File: src/rtl/mem_port_arbiter_pkg.sv
`default_nettype none
// ---------------------------------------------------------------------------
// mem_port_arbiter_pkg
//   Shared constants for the instruction/data memory port arbiter:
//   master identifiers, outstanding-transaction limit and size encodings.
// Revision: 1.0
// ---------------------------------------------------------------------------
package mem_port_arbiter_pkg;

  // Master identifiers, stored in the in-order id FIFO
  typedef logic master_id_t;
  localparam master_id_t ID_INST = 1'b0;
  localparam master_id_t ID_DATA = 1'b1;

  // Maximum number of accepted-but-not-returned transactions
  localparam int OUTSTANDING_MAX = 2;

  // Transfer size encodings on the shared port
  localparam logic [1:0] SIZE_BYTE = 2'd0;
  localparam logic [1:0] SIZE_HALF = 2'd1;
  localparam logic [1:0] SIZE_WORD = 2'd2;

endpackage : mem_port_arbiter_pkg
`default_nettype wire

File: src/rtl/arb_id_fifo.sv
`default_nettype none
// ---------------------------------------------------------------------------
// arb_id_fifo
//   Two-entry in-order FIFO holding the master id of every accepted request
//   so that responses can be routed back in request order.
//   Ports:
//     clk, reset        clock, synchronous active-high reset
//     i_push, i_id      enqueue an id (ignored when full)
//     i_pop             dequeue the head (ignored when empty)
//     o_head            id at the head
//     o_full, o_empty   occupancy flags
// Revision: 1.0
// ---------------------------------------------------------------------------
module arb_id_fifo
  import mem_port_arbiter_pkg::*;
(
  input  logic       clk,
  input  logic       reset,
  input  logic       i_push,
  input  master_id_t i_id,
  input  logic       i_pop,
  output master_id_t o_head,
  output logic       o_full,
  output logic       o_empty
);

  logic [1:0] r_mem;
  logic       r_wptr;
  logic       r_rptr;
  logic [1:0] r_count;

  logic w_push;
  logic w_pop;

  assign o_full  = (r_count == 2'(OUTSTANDING_MAX));
  assign o_empty = (r_count == 2'd0);
  assign o_head  = r_mem[r_rptr];

  assign w_push = i_push && !o_full;
  assign w_pop  = i_pop && !o_empty;

  always_ff @(posedge clk) begin
    if (reset) begin
      r_mem   <= '0;
      r_wptr  <= 1'b0;
      r_rptr  <= 1'b0;
      r_count <= 2'd0;
    end else begin
      if (w_push) begin
        r_mem[r_wptr] <= i_id;
        r_wptr        <= ~r_wptr;
      end
      if (w_pop) begin
        r_rptr <= ~r_rptr;
      end
      case ({w_push, w_pop})
        2'b10:   r_count <= r_count + 2'd1;
        2'b01:   r_count <= r_count - 2'd1;
        default: r_count <= r_count;
      endcase
    end
  end

endmodule : arb_id_fifo
`default_nettype wire

File: src/rtl/mem_port_arbiter.sv
`default_nettype none
// ---------------------------------------------------------------------------
// mem_port_arbiter
//   Shares one split-transaction memory port between an instruction-fetch
//   master and a load/store master. Data normally wins; an instruction
//   request that has waited through STARVE_LIMIT data grants wins next.
//   The owner is frozen while a request is stalled on mem_addr_ok. Up to two
//   transactions may be outstanding; responses are routed by an id FIFO.
//   Ports:
//     clk, reset                    clock, synchronous active-high reset
//     inst_*                        fetch master request/response
//     data_*                        load/store master request/response
//     mem_*                         shared memory port
//     err                           sticky: response with nothing outstanding
// Revision: 1.0
// ---------------------------------------------------------------------------
module mem_port_arbiter
  import mem_port_arbiter_pkg::*;
#(
  parameter int STARVE_LIMIT = 3
) (
  input  logic        clk,
  input  logic        reset,
  input  logic        inst_req,
  input  logic [31:0] inst_addr,
  output logic        inst_addr_ok,
  output logic        inst_data_ok,
  output logic [31:0] inst_rdata,
  input  logic        data_req,
  input  logic        data_wr,
  input  logic [1:0]  data_size,
  input  logic [3:0]  data_wstrb,
  input  logic [31:0] data_addr,
  input  logic [31:0] data_wdata,
  output logic        data_addr_ok,
  output logic        data_data_ok,
  output logic [31:0] data_rdata,
  output logic        mem_req,
  output logic        mem_wr,
  output logic [1:0]  mem_size,
  output logic [3:0]  mem_wstrb,
  output logic [31:0] mem_addr,
  output logic [31:0] mem_wdata,
  input  logic        mem_addr_ok,
  input  logic        mem_data_ok,
  input  logic [31:0] mem_rdata,
  output logic        err
);

  localparam int STARVE_W = $clog2(STARVE_LIMIT + 1);
  localparam logic [STARVE_W-1:0] C_STARVE_MAX = STARVE_W'(STARVE_LIMIT);

  logic                r_lock;
  master_id_t          r_owner;
  logic [STARVE_W-1:0] r_starve;
  logic                r_err;

  master_id_t w_owner;
  logic       w_owner_req;
  logic       w_accept;
  logic       w_ret;
  logic       w_pop;
  master_id_t w_head;
  logic       w_full;
  logic       w_empty;

  // Owner selection: frozen while a request is stalled, otherwise data
  // priority with an anti-starvation override for instruction fetch.
  always_comb begin
    w_owner = r_owner;
    if (!r_lock) begin
      if (inst_req && (r_starve == C_STARVE_MAX)) w_owner = ID_INST;
      else if (data_req)                          w_owner = ID_DATA;
      else if (inst_req)                          w_owner = ID_INST;
      else                                        w_owner = r_owner;
    end
  end

  assign w_owner_req = (w_owner == ID_DATA) ? data_req : inst_req;
  assign mem_req     = w_owner_req && !w_full && !reset;
  assign w_accept    = mem_req && mem_addr_ok;

  // Fetches are always word reads
  assign mem_wr    = (w_owner == ID_DATA) ? data_wr    : 1'b0;
  assign mem_size  = (w_owner == ID_DATA) ? data_size  : SIZE_WORD;
  assign mem_wstrb = (w_owner == ID_DATA) ? data_wstrb : 4'h0;
  assign mem_addr  = (w_owner == ID_DATA) ? data_addr  : inst_addr;
  assign mem_wdata = (w_owner == ID_DATA) ? data_wdata : 32'h0;

  assign inst_addr_ok = w_accept && (w_owner == ID_INST);
  assign data_addr_ok = w_accept && (w_owner == ID_DATA);

  // Responses during reset are dropped; with nothing outstanding they only
  // flag an error.
  assign w_ret = mem_data_ok && !reset;
  assign w_pop = w_ret && !w_empty;

  assign inst_data_ok = w_pop && (w_head == ID_INST);
  assign data_data_ok = w_pop && (w_head == ID_DATA);
  assign inst_rdata   = mem_rdata;
  assign data_rdata   = mem_rdata;
  assign err          = r_err;

  arb_id_fifo u_id_fifo (
    .clk     (clk),
    .reset   (reset),
    .i_push  (w_accept),
    .i_id    (w_owner),
    .i_pop   (w_pop),
    .o_head  (w_head),
    .o_full  (w_full),
    .o_empty (w_empty)
  );

  always_ff @(posedge clk) begin
    if (reset) begin
      r_lock   <= 1'b0;
      r_owner  <= ID_INST;
      r_starve <= '0;
      r_err    <= 1'b0;
    end else begin
      r_lock  <= mem_req && !mem_addr_ok;
      r_owner <= w_owner;
      if (w_ret && w_empty) r_err <= 1'b1;
      if (!inst_req || (w_accept && (w_owner == ID_INST))) begin
        r_starve <= '0;
      end else if (w_accept && (w_owner == ID_DATA) && (r_starve != C_STARVE_MAX)) begin
        r_starve <= r_starve + 1'b1;
      end
    end
  end

endmodule : mem_port_arbiter
`default_nettype wire

File: config.mk
export PLATFORM = sky130hd
export DESIGN_NAME = mem_port_arbiter
export DESIGN_NICKNAME = d
export VERILOG_FILES = /design/src/rtl/mem_port_arbiter_pkg.sv /design/src/rtl/arb_id_fifo.sv /design/src/rtl/mem_port_arbiter.sv
export SDC_FILE = /design/constraint.sdc
export NUM_CORES = 1
export LEC_CHECK = 0
export BUFFER_PORTS_ARGS = -buffer_cell sky130_fd_sc_hd__clkbuf_2
export CORE_AREA = 2 2 109 111
export DETAILED_ROUTE_END_ITERATION = 10
export DIE_AREA = 0 0 111 113
export MAX_ROUTING_LAYER = met4
export SLEW_MARGIN = 20
export SYNTH_ARGS = -nofsm -noshare
export SYNTH_HDL_FRONTEND = slang
export SYNTH_SLANG_ARGS = --single-unit
File: constraint.sdc
create_clock -name clk -period 6.2 [get_ports clk]
set_input_delay 1.24 -clock clk [delete_from_list [all_inputs] [get_ports clk]]
set_output_delay 1.24 -clock clk [all_outputs]
set_load 0.01 [all_outputs]
==> impl_metrics.env, run 1 <==
export IMPL_run_status="finished, final reports clean"
export IMPL_final_cells=533
export IMPL_yosys_cell_types_count=31
export IMPL_max_clock_freq_mhz=248
export IMPL_worstReg2RegStart="r_owner$_SDFF_PP0_"
export IMPL_clkTransAtPathRegs_ns=0.05
export IMPL_worstMarginPinSlew_ns=0.778
export IMPL_via_count_of_the_first_global_routing_pass=1772
export IMPL_cts_sink_count=11
export IMPL_grt_first_pass_wirelength_mm=10.9
export IMPL_rsz0062_at_grt="no"
export IMPL_level_count_of_the_clock_h_tree=1
export IMPL_hold_depth=2
export IMPL_chipHeight_um=113
export IMPL_route_vias_total=2011
export IMPL_number_of_standard_cell_rows_in_the_floorplan=39
export IMPL_fin_tns_setup_ns=0
export IMPL_place_port_buffers=185
export IMPL_clockRootBuffer="clkbuf_16"
export IMPL_die_area_mm2=0.0125
export IMPL_antenna_violations_before_repair=0
export IMPL_period_share=0.650
export IMPL_r2r_end="u_id_fifo.r_count[1]$_SDFFE_PP0P_"
export IMPL_power_density_cell_area_mw_per_mm2=170
export IMPL_route_antenna_remaining_nets=0
export IMPL_critical_setup_path_class="in2out"
export IMPL_place_gp_congestion=0.813
export IMPL_final_hpwl_dp_mm=6.64
export IMPL_synth_ff_latch_count=11
export IMPL_post_cts_resized_instances=0
export IMPL_crit_path_max_fanout=68
export IMPL_finalHoldViolations=0
export IMPL_cts_repair_timing_setup_buffer_count=0
export IMPL_final_max_slew_violation_count=0
export IMPL_dpl_instance_area_mm2=0.00230
export IMPL_timing_critical_path_cells="clkbuf_2 > nor2b_1 > o22a_4 > buf_4 > nand2_1 > nand2_1 > clkbuf_2"
export IMPL_synth_seq_area_share=0.130
export IMPL_drt_initial_drc_count=72
export IMPL_leakagePower_nw=1.43
export IMPL_critical_path_slowest_cell="o22a_4"
export IMPL_reg2reg_depth=6
export IMPL_average_wire_per_standard_cell_um=14.4
export IMPL_final_layout_size_suffix_gt1_frac=0.499
export IMPL_worstPathRequired_ns=4.96
export IMPL_layout_core_utilization=0.212
export IMPL_cp_data_arrival_time_ns=2.79
export IMPL_finalNetCount=533
export IMPL_ys_warn_count=0
export IMPL_global_route_total_usage_across_every_layer=0.115
export IMPL_n_fill_cell=1313
export IMPL_flow_area_growth_from_synthesis_pct=41.2
export IMPL_grt_overflow_total=0
export IMPL_tritoncts_num_buffers=3
export IMPL_max_slew_margin_rel=0.481
export IMPL_worst_setup_path_endpoint="mem_addr[23]"
export IMPL_ys_async_sr_fraction=0
export IMPL_viasPerCell=3.77
export IMPL_cap_viol_max_count=0
export IMPL_max_vdd_ir_drop_uv=154
export IMPL_clock_path_buffers=2
export IMPL_synthFlopType="dfxtp_1"
export IMPL_worstHoldPathType="reg2reg"
export IMPL_crit_path_max_incr_delay_ns=0.61
export IMPL_avgSynthCellArea_um2=6.18
export IMPL_synth_net_count=417
export IMPL_drt_pass1_iterations=4
export IMPL_setup_slack_ns=2.17
export IMPL_clk_insertion_delay_late_ns=0.25
export IMPL_detailed_route_drc_error_count=0
export IMPL_number_of_top_level_pins=282
export IMPL_postSynthCellCount=274
export IMPL_syn_area_mm2=0.00169
export IMPL_finClkSkew_ns=0.00630
export IMPL_grt_start_max_net_pins=69
export IMPL_post_place_cells=528
export IMPL_core_region_area_mm2=0.0113
export IMPL_postRouteWirelength_mm=7.69
export IMPL_final_cell_area_mm2=0.00239
export IMPL_holdBufCountCts=0
export IMPL_start_util=0.150
export IMPL_worst_setup_path_end_kind="output pin"
export IMPL_regToRegSetupSlack_ns=4.08
export IMPL_period_minus_slack_ns=4.03
export IMPL_start_kind="primary input"
export IMPL_dp_slack_ns=1.81
export IMPL_cts_tree="done"
export IMPL_synth_edf_count=0
export IMPL_worstSetupStartpoint="data_req"
export IMPL_setup_viol=0
export IMPL_fp_dieW_um=111
## Yosys cell counts (2+ instances only)
| cell type | number | area (um2) |
|---|---|---|
| nand2b_1 | 3 | 18.8 |
| mux2i_1 | 2 | 20.0 |
| dfxtp_1 | 11 | 220 |
| o21ai_0 | 2 | 10.0 |
| buf_4 | 64 | 480 |
| nor2b_1 | 4 | 25.0 |
| inv_1 | 2 | 7.51 |
| ha_1 | 2 | 25.0 |
| nand3_1 | 3 | 15.0 |
| o32ai_1 | 2 | 17.5 |
| or3_1 | 2 | 12.5 |
| and2_1 | 39 | 244 |
| nand2_1 | 98 | 368 |
| a21oi_1 | 5 | 25.0 |
| clkbuf_1 | 12 | 45.0 |
| nor2_1 | 7 | 26.3 |
| xnor2_1 | 2 | 17.5 |
## worst min path at each step
stage / slack (ns) / start / end
detailed placement: 0.46 / err$_SDFFE_PP0P_ / err$_SDFFE_PP0P_
floorplan: 0.44 / u_id_fifo.r_mem[1]$_SDFFE_PP0P_ / u_id_fifo.r_mem[1]$_SDFFE_PP0P_
global placement: 0.45 / err$_SDFFE_PP0P_ / err$_SDFFE_PP0P_
CTS: 0.47 / u_id_fifo.r_mem[1]$_SDFFE_PP0P_ / u_id_fifo.r_mem[1]$_SDFFE_PP0P_
global route: 0.49 / u_id_fifo.r_mem[1]$_SDFFE_PP0P_ / u_id_fifo.r_mem[1]$_SDFFE_PP0P_
finish: 0.47 / err$_SDFFE_PP0P_ / err$_SDFFE_PP0P_
## cell usage in the layout, fill, tap and decap left out, drive strengths merged, types with 2 or more instances in the layout
| cell type | n |
|---|---|
| nand2 | 98 |
| or4b | 2 |
| inv | 2 |
| ha | 2 |
| and2 | 39 |
| dfxtp | 11 |
| or3 | 2 |
| mux2i | 2 |
| o21ai | 3 |
| o32ai | 2 |
| xnor2 | 2 |
| nand3 | 3 |
| a21oi | 5 |
| buf | 2 |
| clkbuf | 189 |
| nor2b | 4 |
| nand2b | 3 |
| nor2 | 7 |
## routing by layer
layer / vias up / GRT usage / part of all wire
li1: 1021 / - / -
met1: 859 / 0.136 / 0.40
met2: 121 / 0.202 / 0.52
met3: 10 / 0.0246 / 0.075
met4: 0 / 0.0242 / 0.010
met5: - / - / 0
## flip-flops by register name, summed over array words and instances (netlist names)
register	flops
r_starve	2
u_id_fifo.r_count	2
u_id_fifo.r_mem	2
err	1
r_lock	1
r_owner	1
u_id_fifo.r_rptr	1
u_id_fifo.r_wptr	1
## through the flow
step	hold slack [ns]	power (mW)
CTS	0.467	0.413
floorplan	0.438	0.224
global placement	0.454	0.288
detailed placement	0.460	0.289
finish	0.471	0.406
global route	0.490	0.435
## cell families (layout without fill, tap and decap cells)
| logic type | after synthesis | in the layout | share of synthesized area |
|---|---|---|---|
| AOI/OAI and AO/OA | 15 | 15 | 0.0576 |
| xor gates and xnor gates | 3 | 3 | 0.0155 |
| adders and majority gates | 2 | 2 | 0.0148 |
| buffers and inverters | 78 | 193 | 0.315 |
| DFF | 11 | 11 | 0.130 |
| muxes | 2 | 2 | 0.0118 |
| other | 0 | 1 | 0 |
| and+or+nand+nor | 163 | 163 | 0.456 |
## critical path, delay by kind of cell
kind,cells,cell delay (ns)
buf+inv,3,0.49
simple gates,3,0.44
compound gates,1,0.61
## final cells by class
type / count / area, um2 / share of cell area
timing repair buffer: 187 / 941 / 0.393
sequential: 11 / 220 / 0.0921
antenna: 1 / 2.50 / 0.00105
tap: 143 / 179 / 0.0748
inverter: 2 / 7.51 / 0.00314
clock buffer: 4 / 78.8 / 0.0329
multi-input combinational: 185 / 963 / 0.403
## where the power goes
part | internal, mW | total (mW) | switching, mW | leakage [nW]
registers | 0.0759 | 0.0807 | 0.00476 | 0.0900
clock network | 0.0866 | 0.122 | 0.0351 | 0.0382
logic | 0.0902 | 0.204 | 0.114 | 1.31
total | 0.253 | 0.406 | 0.154 | 1.43
Note: power is estimated with default switching activity, not from simulation.
==> run 2, diff against run 1 <==
Settings changed: CORE_AREA 2 2 109 111 to 2 2 108 110, DIE_AREA 0 0 111 113 to 0 0 110 112.
Clock period 6.2 ns to 3.8 ns, I/O delays scaled along.
==> run 2 against run 1 <==
  * Die area shrank 1.8%
  * Non-clock buffer count grew 1
  * Clock skew shrank 0.0056 ns
  * Clock power grew 58%
  * Critical path depth is the same
  * Wire length shrank 17%
  * Sequential share of layout area is essentially flat
  * Sequential cell count is the same
==> impl_metrics.env, run 2 (synthesis results as in run 1) <==
export IMPL_number_of_standard_cell_rows_in_the_floorplan=39
export IMPL_start_kind="primary input"
export IMPL_worstPathRequired_ns=3.04
export IMPL_intPower_uw=412
export IMPL_rsz0062_at_grt="no"
export IMPL_r2r_end="u_id_fifo.r_count[1]$_SDFFE_PP0P_"
export IMPL_finalHoldViolations=0
export IMPL_seq_power_share=0.205
export IMPL_holdBufCountCts=0
export IMPL_period_share=0.767
export IMPL_reg2reg_depth=6
export IMPL_finalNetCount=534
export IMPL_power_clock_fraction=0.299
export IMPL_core_region_area_mm2=0.0112
export IMPL_hold_depth=2
export IMPL_place_port_buffers=185
export IMPL_final_hpwl_dp_mm=5.42
export IMPL_place_gp_congestion=0.786
export IMPL_die_area_mm2=0.0123
export IMPL_leakagePower_nw=1.44
export IMPL_fp_dieW_um=110
export IMPL_clock_path_buffers=2
export IMPL_final_cell_mix="185 x clkbuf_2, 98 x nand2_1, 39 x and2_1, 11 x dfxtp_1, 7 x nor2_1"
export IMPL_viasPerCell=3.85
export IMPL_final_cell_area_mm2=0.00239
export IMPL_cts_sink_count=11
export IMPL_p_sw_uw=234
export IMPL_grt_overflow_total=0
export IMPL_worstHoldPathType="reg2reg"
export IMPL_antennaDiodeCount=0
export IMPL_drt_pass1_iterations=4
export IMPL_worst_setup_path_end_kind="output pin"
export IMPL_largest_registers_in_the_final_layout="r_starve x2, u_id_fifo.r_count x2, u_id_fifo.r_mem x2"
export IMPL_drt_initial_drc_count=38
export IMPL_average_wire_per_standard_cell_um=12.0
export IMPL_level_count_of_the_clock_h_tree=1
export IMPL_regToRegSetupSlack_ns=1.66
export IMPL_cp_data_arrival_time_ns=2.16
export IMPL_detailed_route_drc_error_count=0
export IMPL_setup_viol=0
export IMPL_cts_repair_timing_setup_buffer_count=0
export IMPL_post_cts_resized_instances=0
export IMPL_tritoncts_num_buffers=3
export IMPL_final_max_slew_violation_count=0
export IMPL_dp_slack_ns=0.842
export IMPL_pwr_share_comb=0.496
export IMPL_setup_slack_ns=0.884
export IMPL_final_common_cell="clkbuf_2"
export IMPL_global_route_total_usage_across_every_layer=0.101
export IMPL_grt_start_max_net_pins=42
export IMPL_start_util=0.152
export IMPL_number_of_top_level_pins=282
export IMPL_power_density_cell_area_mw_per_mm2=270
export IMPL_clockRootBuffer="clkbuf_16"
export IMPL_run_status="finished, final reports clean"
export IMPL_max_clock_freq_mhz=343
export IMPL_route_antenna_remaining_nets=0
export IMPL_fin_tns_setup_ns=0
export IMPL_worstMarginPinSlew_ns=0.621
export IMPL_worstReg2RegStart="r_owner$_SDFF_PP0_"
export IMPL_worstHoldStart="u_id_fifo.r_mem[1]$_SDFFE_PP0P_"
export IMPL_hold_end="u_id_fifo.r_mem[1]$_SDFFE_PP0P_"
export IMPL_chipHeight_um=112
export IMPL_via_count_of_the_first_global_routing_pass=1826
export IMPL_postRouteWirelength_mm=6.39
export IMPL_cts_tree="done"
export IMPL_hold_ws_ns=0.469
export IMPL_max_slew_margin_rel=0.586
export IMPL_flow_area_growth_from_synthesis_pct=41.1
export IMPL_grt_first_pass_wirelength_mm=9.30
export IMPL_clkTransAtPathRegs_ns=0.04
export IMPL_crit_path_max_fanout=22
export IMPL_power_share_switching=0.362
export IMPL_final_layout_size_suffix_gt1_frac=0.500
export IMPL_route_vias_total=2050
export IMPL_finClkSkew_ns=0.000721
export IMPL_clk_insertion_delay_late_ns=0.24
export IMPL_dpl_instance_area_mm2=0.00231
export IMPL_cap_viol_max_count=0
export IMPL_period_minus_slack_ns=2.92
export IMPL_max_vdd_ir_drop_uv=153
export IMPL_critical_setup_path_class="in2out"
export IMPL_antenna_violations_before_repair=0
-- run 2: cell types whose count changed in the layout (fill, tap and decap cells not counted), sizes merged --
| cell | before | now |
|---|---|---|
| buf | 2 | 3 |
| diode | 1 | 0 |
-- run 2: cell type report --
type                            count  area, um2
Clock buffer                        4       78.8
Sequential cell                    11        220
Timing Repair Buffer              188        948
Tap cell                          143        179
Inverter                            2       7.51
Fill cell                        1308       8780
Multi-Input combinational cell    185        956
-- run 2: metal layers --
layer | GRT usage | vias up | wire [um]
met5 | - | - | 0
met4 | 0.0363 | 0 | 161
met3 | 0.0299 | 29 | 670
met2 | 0.182 | 134 | 3350
met1 | 0.0999 | 863 | 2200
li1 | - | 1024 | -
-- run 2: power groups by stage --
| stage | sequential (mW) | clock (mW) | combinational (mW) |
|---|---|---|---|
| after floorplan | 0.132 | 0 | 0.234 |
| after global placement | 0.133 | 0 | 0.327 |
| after detailed placement | 0.134 | 0 | 0.329 |
| after CTS | 0.132 | 0.196 | 0.330 |
| after global routing | 0.133 | 0.204 | 0.362 |
| final | 0.132 | 0.193 | 0.320 |
-- run 2: metrics by stage --
stage          instances  utilization  power, mW
6_report             533        0.214      0.646
5_1_grt              533        0.214      0.699
4_1_cts              533        0.214      0.658
3_5_place_dp         529        0.207      0.462
3_3_place_gp         529        0.207      0.460
2_1_floorplan        274            -      0.366
-- run 2: worst max-delay path, stage by stage --
cell and delay, ns:
clkbuf_2 0.11, nor2b_1 0.19, o22ai_4 0.50, buf_4 0.32, nand2_1 0.08, nand2_1 0.06
clkbuf_2 0.12
-- run 2: worst max path at each step --
stage,from,cells past startpoint,slack (ns),to
after global routing,data_req,7,0.74,mem_addr[6]
after floorplan,data_req,5,1.26,mem_addr[24]
after global placement,data_req,7,0.88,mem_addr[1]
final,data_req,7,0.88,mem_addr[6]
after CTS,data_req,7,0.85,mem_addr[1]
after detailed placement,data_req,7,0.84,mem_addr[1]
